$ cat src/rtl/fetch_pkg.sv
// Shared types and constants for the fetch controller: FSM states, fetch-mux
// selects and counter widths.
package fetch_pkg;

  typedef enum logic [2:0] {
    ST_BOOT     = 3'd0,
    ST_RUN      = 3'd1,
    ST_WAIT_MEM = 3'd2,
    ST_FLUSH    = 3'd3,
    ST_HALTED   = 3'd4
  } state_t;

  localparam logic [1:0] SEL_PC4    = 2'd0;
  localparam logic [1:0] SEL_ADDR   = 2'd1;
  localparam logic [1:0] SEL_RS     = 2'd2;
  localparam logic [1:0] SEL_BRANCH = 2'd3;

  localparam int CNT_W = 32;
  localparam int SEQ_W = 8;

  // Redirect source priority: branch over jr over jump.
  function automatic logic [1:0] redir_sel(input logic br, input logic jr, input logic jmp);
    if (br)       return SEL_BRANCH;
    else if (jr)  return SEL_RS;
    else if (jmp) return SEL_ADDR;
    else          return SEL_PC4;
  endfunction

endpackage

$ cat src/rtl/fetch_ctrl_sat_counter32.sv
// Saturating event counter with enable and asynchronous clear.
module sat_counter32
  import fetch_pkg::*;
(
  input  logic             clk,
  input  logic             rst,
  input  logic             en,
  output logic [CNT_W-1:0] count
);

  always_ff @(posedge clk or posedge rst) begin
    if (rst)
      count <= '0;
    else if (en && (count != '1))
      count <= count + CNT_W'(1);
  end

endmodule

$ cat src/rtl/fetch_ctrl.sv
// Instruction-fetch sequencer: drives PC/fetch-register enables and the
// next-PC mux, inserting bubbles for boot, memory waits, redirects and halt.
module fetch_ctrl
  import fetch_pkg::*;
#(
  parameter int BOOT_CYCLES  = 2,
  parameter int FLUSH_CYCLES = 1
) (
  input  logic        clk,
  input  logic        rst,
  input  logic        stall,
  input  logic        imem_ready,
  input  logic        jump_req,
  input  logic        jr_req,
  input  logic        branch_taken,
  input  logic        halt,
  input  logic        resume,
  output logic [1:0]  next_sel,
  output logic        pc_we,
  output logic        ifreg_we,
  output logic        ifreg_flush,
  output logic        fetch_valid,
  output logic [2:0]  state,
  output logic [31:0] instr_count,
  output logic [31:0] bubble_count
);

  state_t           st, st_nx;
  logic [SEQ_W-1:0] boot_cnt, boot_nx;
  logic [SEQ_W-1:0] flush_cnt, flush_nx;
  logic             redir;
  logic [1:0]       rsel;

  assign redir = branch_taken | jr_req | jump_req;
  assign rsel  = redir_sel(branch_taken, jr_req, jump_req);

  always_ff @(posedge clk or posedge rst) begin
    if (rst) begin
      st        <= ST_BOOT;
      boot_cnt  <= SEQ_W'(BOOT_CYCLES);
      flush_cnt <= '0;
    end else begin
      st        <= st_nx;
      boot_cnt  <= boot_nx;
      flush_cnt <= flush_nx;
    end
  end

  always_comb begin
    st_nx       = st;
    boot_nx     = boot_cnt;
    flush_nx    = flush_cnt;
    pc_we       = 1'b0;
    ifreg_we    = 1'b0;
    ifreg_flush = 1'b0;
    next_sel    = SEL_PC4;
    case (st)
      ST_BOOT: begin
        ifreg_we    = 1'b1;
        ifreg_flush = 1'b1;
        if (boot_cnt <= SEQ_W'(1)) st_nx = ST_RUN;
        else                       boot_nx = boot_cnt - SEQ_W'(1);
      end
      ST_RUN: begin
        if (redir) begin
          pc_we       = 1'b1;
          next_sel    = rsel;
          ifreg_we    = 1'b1;
          ifreg_flush = 1'b1;
          if (FLUSH_CYCLES > 0) begin
            st_nx    = ST_FLUSH;
            flush_nx = SEQ_W'(FLUSH_CYCLES);
          end
        end else if (stall) begin
          // hold PC and fetch register
        end else if (halt) begin
          ifreg_we    = 1'b1;
          ifreg_flush = 1'b1;
          st_nx       = ST_HALTED;
        end else if (!imem_ready) begin
          ifreg_we    = 1'b1;
          ifreg_flush = 1'b1;
          st_nx       = ST_WAIT_MEM;
        end else begin
          pc_we    = 1'b1;
          ifreg_we = 1'b1;
        end
      end
      ST_WAIT_MEM: begin
        ifreg_we    = 1'b1;
        ifreg_flush = 1'b1;
        // A redirect lands in the PC now; the fetch register stays a bubble.
        if (redir) begin
          pc_we    = 1'b1;
          next_sel = rsel;
        end
        if (imem_ready) st_nx = ST_RUN;
      end
      ST_FLUSH: begin
        ifreg_we    = 1'b1;
        ifreg_flush = 1'b1;
        if (redir) begin
          pc_we    = 1'b1;
          next_sel = rsel;
          flush_nx = SEQ_W'(FLUSH_CYCLES);
        end else if (flush_cnt <= SEQ_W'(1)) begin
          st_nx = ST_RUN;
        end else begin
          flush_nx = flush_cnt - SEQ_W'(1);
        end
      end
      ST_HALTED: begin
        ifreg_we    = 1'b1;
        ifreg_flush = 1'b1;
        if (resume) st_nx = ST_RUN;
      end
      default: st_nx = ST_BOOT;
    endcase
  end

  assign fetch_valid = ifreg_we & ~ifreg_flush;
  assign state       = st;

  sat_counter32 u_instr_cnt (
    .clk   (clk),
    .rst   (rst),
    .en    (fetch_valid),
    .count (instr_count)
  );

  sat_counter32 u_bubble_cnt (
    .clk   (clk),
    .rst   (rst),
    .en    (ifreg_flush & (st != ST_BOOT)),
    .count (bubble_count)
  );

endmodule
$ cat config.mk
export PLATFORM = sky130hd
export DESIGN_NAME = fetch_ctrl
export DESIGN_NICKNAME = d
export VERILOG_FILES = /design/src/rtl/fetch_pkg.sv /design/src/rtl/fetch_ctrl_sat_counter32.sv /design/src/rtl/fetch_ctrl.sv
export SDC_FILE = /design/constraint.sdc
export NUM_CORES = 1
export LEC_CHECK = 0
export CAP_MARGIN = 25
export CORE_AREA = 5 5 91 93
export CTS_BUF_LIST = sky130_fd_sc_hd__clkbuf_8
export CTS_CLUSTER_SIZE = 14
export DETAILED_ROUTE_END_ITERATION = 7
export DIE_AREA = 0 0 96 98
export PLACE_DENSITY = 0.85
export SLEW_MARGIN = 20
export SYNTH_ARGS = -nofsm -noshare
export SYNTH_HDL_FRONTEND = slang
export SYNTH_SLANG_ARGS = --single-unit
$ cat constraint.sdc
create_clock -name clk -period 4.22 [get_ports clk]
set_clock_uncertainty 0.2 [all_clocks]
set_input_delay 0.633 -clock clk [delete_from_list [all_inputs] [get_ports clk]]
set_output_delay 0.633 -clock clk [all_outputs]
set_load 0.03 [all_outputs]
==> impl_metrics.env, run 1 <==
export IMPL_outcome="complete, no violations"
export IMPL_yosysSeqAreaShare_pct=50.3
export IMPL_drive_gt1_share_pct=8.44
export IMPL_firstDrtPassIters=4
export IMPL_dp_hpwl_um=6350
export IMPL_diodes=0
export IMPL_grt_usage_pct=19.2
export IMPL_syn_to_final_growth_pct=26.9
export IMPL_cts_hold_buf=0
export IMPL_portBuffers=81
export IMPL_final_antenna_net_count=0
export IMPL_start_util_pct=55.4
export IMPL_fin_tns_setup_ns=0
export IMPL_fin_crit_sh_pct=84.9
export IMPL_yosysTopAreaCell="dfrtp_1"
export IMPL_die_area_um2=9410
export IMPL_cts_sinks=83
export IMPL_switching_share_pct=31.0
export IMPL_tritoncts="yes"
export IMPL_drv_slew=0
export IMPL_fin_util_pct=70.3
export IMPL_clock_latency_ns=0.35
export IMPL_final_nets=496
export IMPL_power_leakage_nw=2.21
export IMPL_syn_cell_area_um2=4130
export IMPL_cts_buffers=9
export IMPL_syn_avg_cell_area_um2=10.5
export IMPL_synth_seq_cells=83
export IMPL_ir_drop_mv=0.232
export IMPL_hp_class="reg2reg"
export IMPL_cp_max_fo=8
export IMPL_p_int_mw=1.31
export IMPL_synth_edf_count=0
export IMPL_p_clk_share_pct=30.2
export IMPL_grt_pass1_wl_um=14500
export IMPL_grt_pass1_vias=3064
export IMPL_post_cts_buffers=0
export IMPL_drc=0
export IMPL_gr_total_overflow=0
export IMPL_rsz0062_at_grt="false"
export IMPL_seqPwrFrac_pct=48.9
export IMPL_io_pins=82
export IMPL_post_dp_cell_area_um2=5040
export IMPL_rows=32
export IMPL_cp_required_ns=3.39
export IMPL_antenna_found_initial=0
export IMPL_r2r_setup_slack_ns=1.48
export IMPL_fmax_mhz=279
export IMPL_via_per_inst=5.43
export IMPL_reg2reg_to="boot_cnt[7]"
export IMPL_worstHoldStart="boot_cnt[7]"
export IMPL_p_per_area_nw_per_um2=362
export IMPL_cts_clk_slew_worst_paths_ns=0.08
export IMPL_drv_cap=0
export IMPL_cp_end_kind="output pin"
export IMPL_place_ws_ns=0.632
export IMPL_layout_commonest_cell="dfrtp_1"
export IMPL_min_delay_worst_endpoint="boot_cnt[7]"
export IMPL_synth_cell_type_count=52
export IMPL_die_w_um=96
export IMPL_arrival_ns=2.75
export IMPL_vias=3194
export IMPL_finalSetupViolCount=0
export IMPL_startpoint_type="primary input"
export IMPL_yosysTopAreaCellShare_pct=49.7
export IMPL_r2r_start="boot_cnt[1]"
export IMPL_hold_viol=0
export IMPL_yosys_warnings=0
export IMPL_setup_worst_path_class="in2out"
export IMPL_slew_headroom_pct=52.9
export IMPL_regArea_um2=2080
export IMPL_fill_cells=545
export IMPL_total_power_mw=1.90
export IMPL_core_area_um2=7450
export IMPL_globalplace_congestion=0.839
export IMPL_fp_dieH_um=98
export IMPL_final_cell_mix="dfrtp_1 (82), clkdlybuf4s50_1 (81), xnor2_1 (44)"
export IMPL_drt_iter0_markers=107
export IMPL_worstMarginPinSlew_ns=0.707
export IMPL_synth_area_leaders="dfrtp_1 (50%), xnor2_1 (9.3%), xor2_1 (5.7%)"
export IMPL_min_path_cells=1
export IMPL_finalWorstSetupSlack_ns=0.636
export IMPL_clk_path_buf_depth=2
export IMPL_root_buffer="clkbuf_8"
export IMPL_power_switching_mw=0.588
export IMPL_layout_min_cycle_time_ns=3.58
export IMPL_post_drt_wl_per_cell_um=14.6
export IMPL_p_comb_share_pct=20.9
export IMPL_netlist_instances=394
export IMPL_synth_nets=409
export IMPL_grt_max_degree=61
export IMPL_async_reset_ff_share_pct=100
export IMPL_synthFlopType="dfrtp_1"
export IMPL_reg2reg_depth=8
export IMPL_design_area_um2=5240
export IMPL_htree_levels=3
export IMPL_multi_input_comb_area_um2=1970
export IMPL_routed_wl_um=8590
export IMPL_postCtsResizedCells=0
[worst max path at each step]
stage,start,endpoint,slack [ns],cells past startpoint
after CTS,jr_req,fetch_valid,0.62,5
after global routing,jr_req,fetch_valid,0.45,5
after floorplan,rst,boot_cnt[0],1.25,1
final,jump_req,fetch_valid,0.64,5
after detailed placement,jr_req,fetch_valid,0.63,5
after global placement,jr_req,fetch_valid,0.66,5
[through the flow]
stage,hold slack (ns),instances
6_report,0.280,588
5_1_grt,0.289,588
4_1_cts,0.283,588
3_5_place_dp,0.267,572
3_3_place_gp,0.260,572
2_1_floorplan,0.242,394
[worst max-delay path, cell delays in order]
cell	delay [ns]
clkdlybuf4s50_1	0.45
nor3_2	0.43
o2111ai_1	0.41
inv_1	0.14
clkdlybuf4s50_1	0.68
[cell families (layout without fill, tap and decap cells)]
| kind of cell | after synthesis | in the layout | share of synthesized area [%] |
|---|---|---|---|
| and+or+nand+nor | 187 | 187 | 25.4 |
| DFF | 83 | 83 | 50.3 |
| muxes | 4 | 4 | 1.06 |
| AOI/OAI and AO/OA | 26 | 26 | 4.39 |
| xor gates and xnor gates | 71 | 71 | 15.1 |
| adders and majority gates | 6 | 6 | 1.82 |
| buffers and inverters | 17 | 109 | 1.97 |
[area by class of cell]
type                            count  share of cell area [%]
Inverter                           11                   0.836
Sequential cell                    83                    39.7
Clock buffer                       10                    2.63
Multi-Input combinational cell    294                    37.6
Tap cell                          102                    2.44
Clock inverter                      6                    1.22
Timing Repair Buffer               82                    15.6
[synthesized netlist by cell type, types with 3 or more instances]
cell type / count
dfrtp_1: 82
xnor2_1: 44
nand2_1: 39
nor2_1: 35
nand3_1: 29
xor2_1: 27
nand4_1: 16
nor3_1: 14
inv_1: 11
a21oi_1: 8
and4_1: 7
o21ai_0: 7
ha_1: 6
and2_1: 5
nor4_1: 5
and3_1: 4
a31oi_1: 3
and3_4: 3
and4_2: 3
mux2_2: 3
nor2b_1: 3
nor3_2: 3
[power by group through the flow]
stage	Combinational (mW)	Clock [mW]	Sequential, mW
floorplan	0.164	0	1.02
global placement	0.393	0	0.941
detailed placement	0.398	0	0.943
CTS	0.400	0.583	0.927
global route	0.428	0.616	0.939
finish	0.396	0.573	0.928
[routing by layer]
| layer | up-vias | wire length (um) | part of all wire (%) | GRT usage [%] |
|---|---|---|---|---|
| li1 | 1550 | - | - | - |
| met1 | 1547 | 3940 | 46 | 26.9 |
| met2 | 86 | 4000 | 47 | 29.2 |
| met3 | 11 | 531 | 6.2 | 4.47 |
| met4 | 0 | 113 | 1.3 | 6.56 |
| met5 | - | 0 | 0 | 0 |
[state kept, by name (all words and copies together), names as in the netlist]
register,cells
flush_cnt,8
u_bubble_cnt.count,32
state,3
u_instr_cnt.count,32
boot_cnt,8
No activity file was read; power rests on OpenSTA's default activity.
==> run 2, diff against run 1 <==
CORE_AREA = 5 5 99 101   (was 5 5 91 93)
DIE_AREA = 0 0 104 106   (was 0 0 96 98)
PLACE_DENSITY = 0.76   (was 0.85)
clock period = 3 ns   (was 4.22 ns; I/O delays follow)
==> run 2 against run 1 <==
  * Worst hold slack got worse by 0.0076 ns
  * Power up 43%
  * Cell count rose by 4.3%
  * Core utilization fell by 10 points
  * Clock-buffer cell count rose by 2
  * Die area rose by 17%
  * Critical endpoint is now pc_we
  * Sequential power increased by 38%
  * Largest cell class unchanged
==> impl_metrics.env, run 2 (synthesis gave the netlist of run 1 again) <==
export IMPL_power_switching_mw=0.812
export IMPL_worstMarginPinSlew_ns=0.657
export IMPL_grt_pass1_vias=3457
export IMPL_switching_share_pct=30.0
export IMPL_via_per_inst=5.32
export IMPL_hp_class="reg2reg"
export IMPL_globalplace_congestion=0.885
export IMPL_hold_viol=0
export IMPL_firstDrtPassIters=4
export IMPL_die_area_um2=11000
export IMPL_layout_commonest_cell="dfrtp_1"
export IMPL_cp_end_kind="output pin"
export IMPL_slew_headroom_pct=56.0
export IMPL_ir_drop_mv=0.279
export IMPL_diodes=0
export IMPL_die_w_um=104
export IMPL_dp_hpwl_um=6840
export IMPL_grt_usage_pct=17.3
export IMPL_arrival_ns=2.25
export IMPL_final_cell_mix="dfrtp_1 (82), clkdlybuf4s50_1 (78), xnor2_1 (44)"
export IMPL_p_comb_share_pct=23.0
export IMPL_startpoint_type="primary input"
export IMPL_vias=3261
export IMPL_fmax_mhz=345
export IMPL_p_per_area_nw_per_um2=503
export IMPL_reg_top3="u_bubble_cnt.count x32, u_instr_cnt.count x32"
export IMPL_htree_levels=3
export IMPL_setup_worst_path_class="in2out"
export IMPL_final_antenna_net_count=0
export IMPL_rows=35
export IMPL_clk_path_buf_depth=2
export IMPL_fill_cells=772
export IMPL_cts_buffers=9
export IMPL_outcome="complete, no violations"
export IMPL_drt_iter0_markers=113
export IMPL_cts_clk_slew_worst_paths_ns=0.08
export IMPL_finalSetupViolCount=0
export IMPL_root_buffer="clkbuf_8"
export IMPL_p_int_mw=1.90
export IMPL_cp_max_fo=3
export IMPL_rsz0062_at_grt="false"
export IMPL_clock_latency_ns=0.33
export IMPL_cts_sinks=83
export IMPL_cp_required_ns=2.35
export IMPL_fp_dieH_um=106
export IMPL_tritoncts="yes"
export IMPL_fin_crit_sh_pct=96.7
export IMPL_grt_max_degree=52
export IMPL_start_util_pct=46.2
export IMPL_antenna_found_initial=0
export IMPL_min_path_cells=1
export IMPL_post_cts_buffers=0
export IMPL_portBuffers=81
export IMPL_routed_wl_um=9070
export IMPL_layout_min_cycle_time_ns=2.90
export IMPL_post_drt_wl_per_cell_um=14.8
export IMPL_syn_to_final_growth_pct=30.5
export IMPL_hold_slack_ns=0.272
export IMPL_drv_cap=0
export IMPL_drv_slew=0
export IMPL_fin_tns_setup_ns=0
export IMPL_final_nets=514
export IMPL_drc=0
export IMPL_io_pins=82
export IMPL_grt_pass1_wl_um=16300
export IMPL_power_leakage_nw=2.30
export IMPL_reg2reg_depth=7
export IMPL_core_area_um2=8930
export IMPL_drive_gt1_share_pct=11.8
export IMPL_seqPwrFrac_pct=47.2
export IMPL_p_clk_share_pct=29.8
export IMPL_gr_total_overflow=0
## run 2: through the flow
step | area, um2 | util (%) | power, mW | cells | setup slack [ns]
final | 5390 | 60.3 | 2.71 | 613 | 0.0976
after global routing | 5390 | 60.3 | 2.85 | 613 | 0.0182
after CTS | 5390 | 60.3 | 2.74 | 613 | 0.0851
after detailed placement | 5190 | 58.1 | 1.93 | 599 | -0.0641
after global placement | 5190 | 58.1 | 1.91 | 599 | -0.0554
after floorplan | 4130 | - | 1.66 | 394 | 0.215
## run 2: final cells by class
class | count | area [um2] | area share, %
flip-flops and latches | 83 | 2080 | 38.6
clock buffers | 12 | 165 | 3.06
repair buffers | 100 | 961 | 17.8
well taps | 111 | 139 | 2.58
multi-input cells | 294 | 1970 | 36.5
inverters | 11 | 42.5 | 0.789
clock inverters | 2 | 35.0 | 0.650
## run 2: worst max-delay path: stages
cell,delay (ns)
clkdlybuf4s50_1,0.44
or3_1,0.43
buf_4,0.16
a21oi_1,0.11
nor3_1,0.06
clkdlybuf4s50_1,0.61
## run 2: path summary, 6_finish.rpt
kind	startpoint	to	slack (ns)
setup / recovery	jump_req	pc_we	0.1
hold / removal	boot_cnt[6]	boot_cnt[6]	0.27
setup reg to reg	state[0]	u_bubble_cnt.count[27]	0.38
hold reg to reg	boot_cnt[6]	boot_cnt[6]	0.27
max in group asynchronous	rst	boot_cnt[1]	1.60
min in group asynchronous	rst	u_bubble_cnt.count[3]	0.29
## run 2: what timing repair did
| action | in CTS | in global routing |
|---|---|---|
| gates resized for setup | 2 | 0 |
| setup endpoints to repair | 2 | 0 |
| hold buffers | 0 | 0 |
## run 2: routing by layer
| metal | vias to the layer above | global-route usage [%] | share of wire [%] |
|---|---|---|---|
| met1 | 1582 | 22.5 | 45 |
| li1 | 1580 | - | - |
| met3 | 6 | 5.28 | 6.4 |
| met4 | 0 | 3.24 | 0.58 |
| met5 | - | 0 | 0 |
| met2 | 93 | 28.9 | 48 |
## run 2: power by group through the flow
stage	Combinational (mW)	Clock [mW]	Sequential, mW
after floorplan	0.230	0	1.43
after global placement	0.611	0	1.30
after detailed placement	0.626	0	1.31
after CTS	0.629	0.828	1.28
after global routing	0.675	0.873	1.30
final	0.623	0.808	1.28
==> run 3, diff against run 2 <==
CORE_AREA = 5 5 138 74   (was 5 5 99 101)
DIE_AREA = 0 0 143 79   (was 0 0 104 106)
MAX_ROUTING_LAYER = met4   (was default)
TNS_END_PERCENT = 50   (was default)
==> run 3 against run 2 <==
  * First-iteration DRC count rose by 80%
  * Combinational power fell by 3%
  * Clock power fell by 12%
  * Fmax rose by 4.0%
  * Register-to-register slack improved by 0.18 ns
  * Largest power group unchanged
  * Highest routed layer unchanged
==> impl_metrics.env, run 3 (synthesis gave the netlist of run 1 again) <==
export IMPL_cts_clk_slew_worst_paths_ns=0.08
export IMPL_fin_util_pct=59.3
export IMPL_p_per_area_nw_per_um2=486
export IMPL_dp_cells=607
export IMPL_setup_worst_path_class="in2out"
export IMPL_fin_tns_setup_ns=0
export IMPL_grtUsageMet1_pct=25.5
export IMPL_final_cell_mix="dfrtp_1 (82), clkdlybuf4s50_1 (78), xnor2_1 (44)"
export IMPL_worstMarginPinSlew_ns=0.737
export IMPL_hold_viol=0
export IMPL_fin_crit_sh_pct=93.0
export IMPL_outcome="complete, no violations"
export IMPL_power_leakage_nw=2.29
export IMPL_clock_latency_ns=0.35
export IMPL_drv_slew=0
export IMPL_cts_sinks=83
export IMPL_grt_max_degree=84
export IMPL_post_cts_buffers=0
export IMPL_antenna_found_initial=0
export IMPL_drv_cap=0
export IMPL_r2r_start="state[0]"
export IMPL_worstPathCellList="clkdlybuf4s50_1 -> or3_1 -> nor2_1 -> a21oi_1 -> or2_2 -> dlygate4sd2_1"
export IMPL_firstDrtPassIters=5
export IMPL_rsz0062_at_grt="false"
export IMPL_cp_slowest_cell="clkdlybuf4s50_1"
export IMPL_r2r_setup_slack_ns=0.56
export IMPL_drt_iter0_markers=203
export IMPL_grt_pass1_vias=3179
export IMPL_grt_util_met3_pct=4.93
export IMPL_via_per_inst=5.16
export IMPL_grt_pass1_wl_um=15500
export IMPL_cpLargestDelayFamily="simple AND/OR/NAND/NOR gates"
export IMPL_globalplace_congestion=0.866
export IMPL_min_delay_worst_endpoint="boot_cnt[6]"
export IMPL_io_pins=82
export IMPL_tritoncts="yes"
export IMPL_use_met2_pct=24.2
export IMPL_fp_dieH_um=79
export IMPL_post_drt_wl_per_cell_um=14.6
export IMPL_grt_usage_pct=17.5
export IMPL_min_path_cells=1
export IMPL_reg_top3="u_bubble_cnt.count x32, u_instr_cnt.count x32"
export IMPL_critPathMaxStageDelay_ns=0.41
export IMPL_start_util_pct=45.7
export IMPL_worst_path_buf_inv=2
export IMPL_gr_total_overflow=0
export IMPL_worstHoldStart="boot_cnt[6]"
export IMPL_die_area_um2=11300
export IMPL_busiest_layer="met1"
export IMPL_rows=25
export IMPL_cts_hold_buf=0
export IMPL_reg2reg_depth=7
export IMPL_routed_wl_um=9090
export IMPL_ir_drop_mv=0.421
export IMPL_die_w_um=143
export IMPL_hold_slack_ns=0.276
export IMPL_instances_no_fill=623
export IMPL_cp_end_kind="output pin"
export IMPL_dp_hpwl_um=6710
export IMPL_hp_class="reg2reg"
export IMPL_portBuffers=81
export IMPL_root_buffer="clkbuf_8"
export IMPL_final_nets=512
export IMPL_slew_headroom_pct=50.4
export IMPL_startpoint_type="primary input"
export IMPL_fmax_mhz=358
export IMPL_cts_buffers=9
export IMPL_total_power_mw=2.61
export IMPL_diodes=0
export IMPL_vias=3213
export IMPL_cp_max_fo=3
export IMPL_final_antenna_net_count=0
export IMPL_htree_levels=3
export IMPL_layout_commonest_cell="dfrtp_1"
export IMPL_drc=0
export IMPL_arrival_ns=2.14
export IMPL_reg2reg_to="u_instr_cnt.count[23]"
export IMPL_cp_required_ns=2.35
export IMPL_clk_path_buf_depth=2
export IMPL_core_area_um2=9040
export IMPL_drive_gt1_share_pct=11.4
export IMPL_finalSetupViolCount=0
export IMPL_layout_min_cycle_time_ns=2.79
export IMPL_syn_to_final_growth_pct=29.9
==> run 3: changes by cell type in the layout (fill, tap and decap cells not counted), sizes merged, moves of 2 or more <==
cell / delta
clkinv: +2
buf: -2
clkbuf: -2
inv: +2
==> run 3: layer usage <==
metal	up-vias	wire [um]
met5	-	0
met3	8	602
met2	88	3670
met4	0	66
met1	1534	4750
li1	1583	-
==> run 3: how the worst max path moves through the flow <==
stage	slack [ns]	start	to	cells past startpoint
3_3_place_gp	0.01	jump_req	ifreg_we	6
5_1_grt	0.14	jump_req	ifreg_we	6
3_5_place_dp	-0.02	jump_req	ifreg_we	6
6_report	0.21	jump_req	ifreg_we	6
2_1_floorplan	0.21	rst	boot_cnt[0]	1
4_1_cts	0.06	jump_req	ifreg_flush	7
==> run 3: worst reg2reg max path, cell delays in order, from the launching register on <==
cell	delay [ns]
dfrtp_1	0.55
and2b_1	0.30
o2111ai_1	0.17
buf_4	0.20
nor3_2	0.27
nor3b_4	0.33
nand4_1	0.15
xnor2_1	0.14
==> run 3: cell type report <==
type | count | area [um2]
clock buffers | 10 | 138
clock inverters | 6 | 33.8
fillers | 756 | 3680
inverters | 11 | 42.5
multi-input cells | 294 | 1970
flip-flops and latches | 83 | 2080
well taps | 121 | 151
repair buffers | 98 | 950
==> run 3: repair_timing <==
| action | 4_1_cts | 5_1_grt |
|---|---|---|
| pin swaps | 0 | 0 |
| endpoints found under the setup margin | 1 | 1 |
| resized for setup | 1 | 1 |
==> run 3: report_power, final <==
part	internal, mW	switching, mW
Clock	0.316	0.394
Sequential	1.19	0.101
Combinational	0.265	0.341
==> run 3: metrics by stage <==
stage          setup WS (ns)  cell area, um2
6_report               0.210            5360
5_1_grt                0.136            5360
4_1_cts               0.0581            5360
3_5_place_dp         -0.0160            5190
3_3_place_gp          0.0111            5190
2_1_floorplan          0.215            4130
